<file path="config.mk">
export PLATFORM = sky130hd
export DESIGN_NAME = decrypt_pipe
export DESIGN_NICKNAME = d
export VERILOG_FILES = /design/src/rtl/crypt_pkg.sv /design/src/rtl/crypt_key_sched.sv /design/src/rtl/decrypt_pipe.sv
export SDC_FILE = /design/constraint.sdc
export NUM_CORES = 1
export LEC_CHECK = 0
export CORE_AREA = 2 2 86 150
export CTS_BUF_LIST = sky130_fd_sc_hd__clkbuf_16
export DETAILED_ROUTE_END_ITERATION = 8
export DIE_AREA = 0 0 88 152
export HOLD_SLACK_MARGIN = 0.05
export SLEW_MARGIN = 25
export SYNTH_ARGS = -nofsm -noshare
export SYNTH_HDL_FRONTEND = slang
export SYNTH_HIERARCHICAL = 1
export SYNTH_SLANG_ARGS = --single-unit
</file>
<file path="constraint.sdc">
create_clock -name clk -period 5.8 [get_ports clk]
set_input_delay 0.58 -clock clk [delete_from_list [all_inputs] [get_ports clk]]
set_output_delay 0.58 -clock clk [all_outputs]
set_load 0.02 [all_outputs]
</file>
<file path="src/rtl/crypt_pkg.sv">
// Shared constants, byte classes and helpers for the encrypt/decrypt pipes.
package crypt_pkg;

   localparam int unsigned ALPHA_N = 26;
   localparam int unsigned KEYS    = 3;
   localparam logic [7:0]  UPPER_A = 8'h41;
   localparam logic [7:0]  LOWER_A = 8'h61;

   typedef enum logic [1:0] {NON_ALPHA, UPPER, LOWER} alpha_cls_e;

   function automatic alpha_cls_e classify(input logic [7:0] b);
      if (b >= UPPER_A && b <= 8'h5A) return UPPER;
      if (b >= LOWER_A && b <= 8'h7A) return LOWER;
      return NON_ALPHA;
   endfunction

   function automatic logic is_alpha(input logic [7:0] b);
      return classify(b) != NON_ALPHA;
   endfunction

endpackage

</file>
<file path="src/rtl/crypt_key_sched.sv">
// Round-robin key index and rotating shift offset, shared by both pipe ends.
// kidx/off are the values the byte accepted on the coming edge must use.
module crypt_key_sched
   import crypt_pkg::*;
(
   input  logic       clk,
   input  logic       rst,
   input  logic       adv,
   input  logic       sync_clr,
   input  logic [2:0] rot_freq,
   output logic [1:0] kidx,
   output logic [4:0] off
);

   logic [1:0] kidx_q, kidx_d;
   logic [2:0] cnt_q, cnt_d, cnt_base;
   logic [4:0] off_q, off_d;

   // A clear on the same edge as an accepted byte is seen by that byte.
   assign kidx     = sync_clr ? 2'd0 : kidx_q;
   assign off      = sync_clr ? 5'd0 : off_q;
   assign cnt_base = sync_clr ? 3'd0 : cnt_q;

   always_comb begin
      kidx_d = kidx;
      cnt_d  = cnt_base;
      off_d  = off;
      if (adv) begin
         kidx_d = (kidx == 2'(KEYS - 1)) ? 2'd0 : kidx + 2'd1;
         if (rot_freq == 3'd0) begin
            cnt_d = 3'd0;
            off_d = 5'd0;
         end else if (cnt_base + 3'd1 == rot_freq) begin
            cnt_d = 3'd0;
            off_d = (off == 5'(ALPHA_N - 1)) ? 5'd0 : off + 5'd1;
         end else begin
            cnt_d = cnt_base + 3'd1;
         end
      end
   end

   always_ff @(posedge clk or negedge rst) begin
      if (!rst) begin
         kidx_q <= 2'd0;
         cnt_q  <= 3'd0;
         off_q  <= 5'd0;
      end else begin
         kidx_q <= kidx_d;
         cnt_q  <= cnt_d;
         off_q  <= off_d;
      end
   end

endmodule

</file>
<file path="src/rtl/decrypt_pipe.sv">
// Receive-side decryptor: key XOR removal, alpha classify, Caesar un-shift, output.
// Input capture plus four stages give dout four edges after the accepting edge.
module decrypt_pipe
   import crypt_pkg::*;
(
   input  logic       clk,
   input  logic       rst,
   input  logic       en,
   input  logic [7:0] din,
   input  logic [7:0] k1,
   input  logic [7:0] k2,
   input  logic [7:0] k3,
   input  logic       mode,
   input  logic       shift_en,
   input  logic [3:0] shift_amt,
   input  logic [2:0] rot_freq,
   input  logic       sync_clr,
   output logic       v,
   output logic [7:0] dout
);

   logic [1:0] kidx;
   logic [4:0] off;
   logic [7:0] key_sel;

   crypt_key_sched u_sched (
      .clk      (clk),
      .rst      (rst),
      .adv      (en),
      .sync_clr (sync_clr),
      .rot_freq (rot_freq),
      .kidx     (kidx),
      .off      (off)
   );

   always_comb begin
      case (kidx)
         2'd1:    key_sel = k2;
         2'd2:    key_sel = k3;
         default: key_sel = k1;
      endcase
   end

   // Stage 0: sampled byte with its config, key and offset
   logic       s0_v, s0_mode, s0_shift_en;
   logic [7:0] s0_din, s0_key;
   logic [3:0] s0_amt;
   logic [4:0] s0_off;
   // Stage 1: key removed
   logic       s1_v, s1_shift_en;
   logic [7:0] s1_x;
   logic [3:0] s1_amt;
   logic [4:0] s1_off;
   // Stage 2: classified, index and effective shift
   logic       s2_v, s2_shift_en;
   logic [7:0] s2_x;
   alpha_cls_e s2_cls;
   logic [4:0] s2_idx, s2_s;
   // Stage 3: un-shifted byte
   logic       s3_v;
   logic [7:0] s3_y;

   logic [7:0] s1_x_d, s1_base, s3_base, s3_y_d;
   logic [5:0] s2_sum, s3_diff;
   logic [4:0] s2_s_d, s2_idx_d, s3_idx;
   alpha_cls_e s2_cls_d;

   always_comb begin
      s1_x_d   = s0_mode ? (s0_din ^ s0_key) : s0_din;

      s2_cls_d = classify(s1_x);
      s1_base  = (s2_cls_d == LOWER) ? LOWER_A : UPPER_A;
      s2_idx_d = 5'(s1_x - s1_base);
      s2_sum   = {2'b00, s1_amt} + {1'b0, s1_off};
      s2_s_d   = (s2_sum >= 6'(ALPHA_N)) ? 5'(s2_sum - 6'(ALPHA_N)) : s2_sum[4:0];

      s3_diff  = {1'b0, s2_idx} - {1'b0, s2_s};
      s3_idx   = s3_diff[5] ? 5'(s3_diff + 6'(ALPHA_N)) : s3_diff[4:0];
      s3_base  = (s2_cls == LOWER) ? LOWER_A : UPPER_A;
      s3_y_d   = (s2_shift_en && s2_cls != NON_ALPHA) ? s3_base + {3'b000, s3_idx} : s2_x;
   end

   always_ff @(posedge clk or negedge rst) begin
      if (!rst) begin
         s0_v        <= 1'b0;
         s0_mode     <= 1'b0;
         s0_shift_en <= 1'b0;
         s0_din      <= 8'h00;
         s0_key      <= 8'h00;
         s0_amt      <= 4'd0;
         s0_off      <= 5'd0;
         s1_v        <= 1'b0;
         s1_shift_en <= 1'b0;
         s1_x        <= 8'h00;
         s1_amt      <= 4'd0;
         s1_off      <= 5'd0;
         s2_v        <= 1'b0;
         s2_shift_en <= 1'b0;
         s2_x        <= 8'h00;
         s2_cls      <= NON_ALPHA;
         s2_idx      <= 5'd0;
         s2_s        <= 5'd0;
         s3_v        <= 1'b0;
         s3_y        <= 8'h00;
         v           <= 1'b0;
         dout        <= 8'h00;
      end else begin
         s0_v        <= en;
         s0_mode     <= mode;
         s0_shift_en <= shift_en;
         s0_din      <= din;
         s0_key      <= key_sel;
         s0_amt      <= shift_amt;
         s0_off      <= off;
         s1_v        <= s0_v;
         s1_shift_en <= s0_shift_en;
         s1_x        <= s1_x_d;
         s1_amt      <= s0_amt;
         s1_off      <= s0_off;
         s2_v        <= s1_v;
         s2_shift_en <= s1_shift_en;
         s2_x        <= s1_x;
         s2_cls      <= s2_cls_d;
         s2_idx      <= s2_idx_d;
         s2_s        <= s2_s_d;
         s3_v        <= s2_v;
         s3_y        <= s3_y_d;
         v           <= s3_v;
         if (s3_v) dout <= s3_y;
      end
   end

endmodule
</file>
# [After elaboration in Yosys (flattened, before gate mapping)]
# Cells that the tools add are included.
[totals] reg_bits=97 latch_bits=0 ramBits=0 romBits=0 in_bits=45 wordCells=75 n_memories=0
[op_classes] n_addsub=9 multipliers=0 div_mod_pow=0 order_cmp=5 eq_ne=5 shifts=0 muxes=25 n_bitwise=1 n_reduce_logical=5
[op_table] op="$mux 5" count=7
[op_table] op="$ge 8x7->1 const B" count=2
[op_table] op="$le 8x7->1 const B" count=2
[op_table] op="$mux 8" count=2
[op_table] op="$pmux 8 s2" count=1
[op_table] op="$mux 2" count=7
[op_table] op="$mux 3" count=4
[op_table] op="$sub 5x5->5 const B" count=2
[op_table] op="$add 7x5->8" count=1
[op_table] op="$xor 8x8->8" count=1
[op_table] op="$add 4x5->6" count=1
[op_table] op="$ge 6x5->1 const B" count=1
[op_table] op="$mux 6" count=1
[op_table] op="$sub 5x5->6" count=1
[op_table] op="$add 5x1->5 const B" count=1
[op_table] op="$add 5x5->5 const B" count=1
[op_table] op="$eq 5x5->1 const B" count=1
[op_table] op="$eq 2x2->1 const B" count=2
[op_table] op="$add 3x1->3 const B" count=1
[op_table] op="$eq 3x3->1" count=1
[op_table] op="$logic_and 1x1->1" count=3
[op_table] op="$logic_not 3->1" count=1
[op_table] op="$mux 1" count=3
[op_table] op="$add 2x1->2 const B" count=1
[op_table] op="2 further kinds" count=2

# [Depth between registers and ports, before layout]
# Gate-level depths: netlist (run 1).
[logic_depth] word_depth=6 mapped_depth=12

# [Hierarchy]
# The synthesis (run 1) kept the hierarchy.
[modules_own_cells] module="decrypt_pipe" n_inst=1 cells_per_inst=275 area_per_inst_um2=3484.6
[modules_own_cells] module="crypt_key_sched" n_inst=1 cells_per_inst=70 area_per_inst_um2=671.9

# [Worst setup path after synthesis (run 1)]
# Ideal clock, no wire load.
[synth_path] kind="reg2reg" from="register s2_idx[0]" to="register s3_y[5]" arrival_time_ns=2.514 slack_ns=3.200 stages_incl_launch_ff=13 path_cell_list="dfrtp_1 > inv_1 > ha_1 > inv_1 > fa_1 > xor2_1 > ha_1 > inv_1 > o21a_2 > nor3_4 > o21ai_2 > o311a_1 > nor3_1"
[synth_via] elab_chain_len=5
[synth_rtl] element="start: declaration" line_no="decrypt_pipe.sv:58" source="logic [4:0] s2_idx, s2_s;"
[synth_rtl] element="start signal: assignment" line_no="decrypt_pipe.sv:124" source="s2_idx <= s2_idx_d;"
[synth_rtl] element="$sub 5x5->6 *" line_no="decrypt_pipe.sv:77" source="s3_diff = {1'b0, s2_idx} - {1'b0, s2_s};"
[synth_rtl] element="$add 5x5->5" line_no="decrypt_pipe.sv:78" source="s3_idx = s3_diff[5] ? 5'(s3_diff + 6'(ALPHA_N)) : s3_diff[4:0];"
[synth_rtl] element="$mux 5 *" line_no="decrypt_pipe.sv:78"
[synth_rtl] element="$add 7x5->8 *" line_no="decrypt_pipe.sv:80" source="s3_y_d = (s2_shift_en && s2_cls != NON_ALPHA) ? s3_base + {3'b000, s3_idx} : s2_x;"
[synth_rtl] element="$mux 8 *" line_no="decrypt_pipe.sv:80"
[synth_rtl] element="net s3_y_d[5]" line_no="decrypt_pipe.sv:63" source="logic [7:0] s1_x_d, s1_base, s3_base, s3_y_d;"
[synth_rtl] element="end signal: assignment" line_no="decrypt_pipe.sv:127" source="s3_y <= s3_y_d;"
[synth_rtl] element="end: declaration" line_no="decrypt_pipe.sv:61" source="logic [7:0] s3_y;"
# The timed path passes the listed nets; every way through them passes the cells marked *.
# A chain may end at the register's enable or synchronous reset.

# [Final worst setup path (run 1)]
# Same ends and word-level chain as after synthesis.

==> results.yml, run 1 <==
outcome:
  outcome: "completed"
synth:
  yosys_warnings: 6
  netlist_area_um2: 4160
  synth_area_leader_cell: "dfrtp_1"
  ys_types: 57
  synth_area_per_cell_um2: 12.0
  synth_top_flop_cell: "dfrtp_1"
  synth.ff_latch_count: 97
  synth_nets: 411
  ys_seq_area_share_pct: 58.4
  yosys.area.top_type_share_pct: 58.4
  synthCells: 345
  async_flop_share_pct: 100
  synth-edff-count: 0
  synth.top_cells.by_area: "dfrtp_1 58%, ha_1 5.7%, xnor2_1 3.4%"
sta:
  setup_tns_ns: 0
  maxSlewViolCount: 0
  fmax_mhz: 350
  worst_pin_slew_ns: 0.897
  fin_crit_sh_pct: 49.2
  fin_worst_skew_ns: 0.00470
  setup_viol: 0
  hold_violations: 0
  slew_headroom_pct: 40.2
  period_minus_slack_ns: 2.85
  grt_setup_unrepaired: "false"
worst_setup_path:
  crit_family: "compound AO/OA/AOI/OAI gates"
  endpoint_kind: "flip-flop"
  cp-start-kind: "flip-flop"
  setup.worst_path.class: "reg -> reg"
  arrival_ns: 3.11
  cpPeakStageDelay_ns: 0.45
  crit_chain: "inv_1 > ha_1 > inv_1 > fa_1 > xor2_1 > a21oi_1 > nor3b_1 > a211oi_1 > a221o_2 > o311a_1 > nor3_1"
  cp_common_cell: "inv_1"
  crit_required_ns: 6.06
  cpMaxStageDelayCell: "fa_1"
  path_max_fanout: 5
  path_buf_inv: 2
global_route:
  antenna_found_initial: 0
  grt_util_met3_pct: 2.93
  grt.total_usage_pct: 12.2
  grt_max_degree: 76
  top_usage_layer: "met2"
  grt_pass1_wl_mm: 12.7
  grt.met2_usage_pct: 21.9
  grt_pass1_vias: 2814
  met1_usage_pct: 12.8
  grt-ovfl-total: 0
detailed_routing:
  wl_per_cell_um: 12.7
  firstDrtPassIters: 4
  dr.first_iter.drc_count: 83
  drc: 0
  num_vias: 2641
  antenna_left: 0
  drt-total-wl_mm: 7.26
  vias_per_cell: 4.62
clocking:
  hold_buffers: 0
  cts_buffers: 9
  cts_buffer_depth: 2
  postCtsSetupBuffers: 0
  cts_resized: 0
  numClockSinks: 97
  cts_tree: "yes"
  clkTransAtPathRegs_ns: 0.06
  root_buffer: "clkbuf_16"
  cts_htree_levels: 3
  clk_latency_ns: 0.34
placed_design:
  io_buffer_count: 53
  dp_hpwl_mm: 5.51
  gp_congestion: 0.812
layout:
  antennaDiodeCount: 0
  fin_nets: 466
  syn_to_final_growth_pct: 24.1
  drive_gt1_share_pct: 10.4
  utilization_pct: 42.2
die:
  dieArea_um2: 13400
  rows: 54
  dieWidth_um: 88
  start_util_pct: 34.0
  ioPinCount: 54
  die_y_um: 152
  core_um2: 12200
power_and_ir_drop:
  powerDensity_nw_per_um2: 351
  ir_drop_v: 0.000162
  power_leakage_nw: 2.37
run:
  drv_cap: 0
hold_path:
  min_path_type: "in -> async"
logic make-up after synthesis:
family          synth area share, %
compound gates                 11.3
buf+inv                        3.64
mux                            3.43
simple gates                   10.9
fa+ha+maj                      6.68
flops                          58.4
xor+xnor                       5.66
flip-flops by register name, summed over array words and instances (netlist names), 8 cells and up:
| signal | flops |
|---|---|
| dout | 8 |
| s0_din | 8 |
| s0_key | 8 |
| s1_x | 8 |
| s2_x | 8 |
| s3_y | 8 |
worst paths after layout:
path	start	endpoint	slack, ns	cells past startpoint
setup / recovery	s2_idx[0]$_DFF_PN0_	s3_y[5]$_DFF_PN0_	2.95	11
hold reg to reg	s0_off[0]$_DFF_PN0_	s1_off[0]$_DFF_PN0_	0.35	0
min in group clk	s0_off[0]$_DFF_PN0_	s1_off[0]$_DFF_PN0_	0.35	0
hold / removal	rst	dout[5]$_DFFE_PN0P_	0.12	1
setup reg to reg	s2_idx[0]$_DFF_PN0_	s3_y[5]$_DFF_PN0_	2.95	11
max in group asynchronous	rst	s0_off[3]$_DFF_PN0_	4.49	2
synth_stat cells, drive strengths merged (4+ instances only):
| cell | count |
|---|---|
| nand3 | 7 |
| mux2 | 10 |
| buf | 4 |
| xor2 | 9 |
| nand2b | 9 |
| nor2b | 5 |
| xnor2 | 17 |
| ha | 19 |
| nor3 | 5 |
| and2b | 4 |
| inv | 26 |
| o21ai | 22 |
| nand2 | 24 |
| a21o | 6 |
| a21oi | 12 |
| a22oi | 8 |
| nor2 | 14 |
| clkbuf | 6 |
| dfrtp | 97 |
stage by stage:
step                hold WS [ns]  power [W]  std cells  area [µm²]  worst slack [ns]
floorplan                  0.284    0.00108        345        4160              3.20
global placement           0.332    0.00120        557        4850              2.82
detailed placement         0.335    0.00121        557        4850              2.64
CTS                        0.124    0.00184        572        5160              2.96
global route               0.137    0.00192        572        5160              2.70
finish                     0.122    0.00181        572        5160              2.95
cell type report:
| cell class | instances | area (µm²) |
|---|---|---|
| tap | 168 | 210 |
| clock inverter | 6 | 83.8 |
| multi-input combinational | 212 | 1580 |
| clock buffer | 9 | 225 |
| timing repair buffer | 54 | 536 |
| inverter | 26 | 97.6 |
| fill | 1157 | 7070 |
| sequential | 97 | 2430 |
layer usage:
layer / vias to the layer above / wire length, µm / share of wire [%]
met1: 1286 / 2630 / 36
met2: 68 / 4150 / 57
li1: 1272 / - / -
met5: - / 0 / 0
met3: 15 / 285 / 3.9
met4: 0 / 203 / 2.8
power breakdown:
part           switching, W  internal (W)
sequential        0.0000336      0.000748
clock              0.000238      0.000373
combinational      0.000221      0.000197
total              0.000492       0.00132
cells in the final DEF (no fill, tap or decap), types with 2 or more instances in the layout:
master           Yosys  routed
dfrtp_1             97      97
nand3_1              7       7
nand2_1             23      23
a21oi_2              2       2
fa_1                 2       2
nand2b_1             8       8
nand3b_1             2       2
o211a_1              3       3
a21o_1               4       4
mux2_2              10      10
xnor2_1             16      16
a21oi_1             10      10
nor4_1               2       2
clkbuf_16            0       9
a31o_1               2       2
a21boi_0             2       2
o22ai_1              2       2
ha_1                19      19
clkdlybuf4s50_1      0      52
buf_4                0       2
nor3_1               4       4
a211oi_1             3       3
nor2_1              14      14
nor2b_1              4       4
inv_1               25      26
o21ai_0             20      20
and2b_1              4       4
a22oi_1              8       8
bufinv_16            0       2
mux2i_1              3       3
a31oi_1              3       3
xor2_1               9       9
a21o_2               2       2
or2_2                2       2
(Power assumes the default switching activity.)
==> inputs of run 2 (changes only) <==
==> constraint.sdc (replaced) <==
create_clock -name clk -period 2.9 [get_ports clk]
set_input_delay 0.29 -clock clk [delete_from_list [all_inputs] [get_ports clk]]
set_output_delay 0.29 -clock clk [all_outputs]
set_load 0.02 [all_outputs]
==> run 2 against run 1 <==
Flip-flop and latch count unchanged. Cell area rose by 0.46%. Sequential share of layout area down 0.22 points. First-iteration DRC count rose by 2.4%. Die area stayed put. Cell count increased by 0.70%. Worst hold slack improved by 0.23 ns. Via count is 0.61% higher. Total power is 94% higher. Sequential power up 99%. Fmax up 3.4%. Non-clock buffer count up 4. Largest cell class unchanged. Largest power group unchanged. Highest routed layer unchanged.
==> results.yml, run 2 (synthesis results as in run 1) <==
outcome:
  outcome: "completed"
die:
  core_um2: 12200
  dieArea_um2: 13400
  dieWidth_um: 88
  rows: 54
  start_util_pct: 34.0
  ioPinCount: 54
  die_y_um: 152
clocking:
  cts_buffer_depth: 2
  cts_htree_levels: 3
  root_buffer: "clkbuf_16"
  cts_buffers: 9
  numClockSinks: 97
  clk_latency_ns: 0.34
  cts_tree: "yes"
  clkTransAtPathRegs_ns: 0.07
hold_path:
  min_to: "s3_v$_DFF_PN0_"
  min_path_type: "reg -> reg"
  hp-start: "s2_v$_DFF_PN0_"
  holdPathStages: 0
worst_setup_path:
  path_max_fanout: 5
  path_buf_inv: 2
  crit_start: "s2_idx[0]$_DFF_PN0_"
  rrSetupSlack_ns: 0.14
  cpMaxStageDelayCell: "a221o_2"
  cpPeakStageDelay_ns: 0.40
  reg2reg_to: "s3_y[5]$_DFF_PN0_"
  r2r-start: "s2_idx[0]$_DFF_PN0_"
  arrival_ns: 3.02
  endpoint_kind: "flip-flop"
  crit_family: "compound AO/OA/AOI/OAI gates"
  cp-start-kind: "flip-flop"
  reg2reg_depth: 11
  crit_chain: "inv_1 > ha_1 > inv_1 > fa_2 > xor2_1 > a21oi_1 > nor3b_2 > a211oi_1 > a221o_2 > o311a_1 > nor3_2"
  crit_required_ns: 3.17
  cp_common_cell: "inv_1"
  setup.worst_path.class: "reg -> reg"
layout:
  drive_gt1_share_pct: 12.5
  syn_to_final_growth_pct: 24.7
  final_area_um2: 5180
  antennaDiodeCount: 0
  nFillCells: 1187
  layout_commonest_cell: "dfrtp_1"
  fin_nets: 470
  mostFrequentLayoutCells: "97 x dfrtp_1, 52 x clkdlybuf4s50_1, 25 x inv_1"
power_and_ir_drop:
  ir_drop_v: 0.000339
  powerDensity_nw_per_um2: 677
  power_leakage_nw: 2.38
sta:
  setup_viol: 0
  grt_setup_unrepaired: "true"
  hold_violations: 0
  fin_crit_sh_pct: 95.1
  slew_headroom_pct: 63.7
  maxSlewViolCount: 0
  period_minus_slack_ns: 2.76
  fin_ws_ns: 0.141
  worst_pin_slew_ns: 0.544
  fin_worst_skew_ns: 0.00723
  fmax_mhz: 362
  fin_hold_ws_ns: 0.349
global_route:
  grt.total_usage_pct: 11.7
  grt_max_degree: 56
  grt_pass1_vias: 2757
  grt-ovfl-total: 0
  grt_pass1_wl_mm: 12.2
  antenna_found_initial: 0
detailed_routing:
  vias_per_cell: 4.61
  drt-total-wl_mm: 7.09
  drc: 0
  antenna_left: 0
  num_vias: 2657
  firstDrtPassIters: 4
  dr.first_iter.drc_count: 85
  wl_per_cell_um: 12.3
run:
  drv_cap: 0
placed_design:
  place_ws_ns: 0.0723
  dpl_cell_area_um2: 4880
  dp_hpwl_mm: 5.34
  gp_congestion: 0.793
  io_buffer_count: 53
==> run 2: stage by stage <==
stage	util, %	std cells	TNS [ns]	total power, W
2_1_floorplan	-	345	0	0.00215
3_3_place_gp	39.9	559	0	0.00241
3_5_place_dp	39.9	559	0	0.00243
4_1_cts	42.2	575	0	0.00353
5_1_grt	42.4	576	-0.0252	0.00372
6_report	42.4	576	0	0.00351
==> run 2: per-layer routing <==
layer / wire length [µm] / part of all wire, % / track usage [%] / vias up
met2: 4070 / 57 / 22.0 / 54
met5: 0 / 0 / 0 / -
met1: 2620 / 37 / 11.7 / 1305
li1: - / - / - / 1283
met3: 255 / 3.6 / 3.15 / 15
met4: 142 / 2.0 / 4.69 / 0
==> run 2: worst max path at each step <==
stage / cells after the start / end
6_report: 11 / s3_y[5]$_DFF_PN0_
5_1_grt: 12 / s3_y[5]$_DFF_PN0_
4_1_cts: 11 / s3_y[5]$_DFF_PN0_
3_5_place_dp: 11 / s3_y[5]$_DFF_PN0_
3_3_place_gp: 11 / s3_y[5]$_DFF_PN0_
2_1_floorplan: 12 / s3_y[5]$_DFF_PN0_
==> run 2: repair_timing <==
item,4_1_cts,5_1_grt
buffers inserted,0,1
gates resized for setup,0,4
setup endpoints to repair,0,2
hold buffers,1,0
endpoints found under the hold margin,42,0
==> run 2: cell type report <==
cell class,count,area [µm²],area share [%]
Inverter,26,97.6,1.88
Clock buffer,9,225,4.35
Multi-Input combinational cell,212,1600,30.8
Clock inverter,6,43.8,0.845
Timing Repair Buffer,58,581,11.2
Sequential cell,97,2430,46.8
Tap cell,168,210,4.06
==> run 2: power breakdown <==
group | switching, W | total (W) | internal, W
Sequential | 0.0000673 | 0.00156 | 0.00150
Combinational | 0.000443 | 0.000870 | 0.000427
Clock | 0.000496 | 0.00108 | 0.000579
Total | 0.00101 | 0.00351 | 0.00250
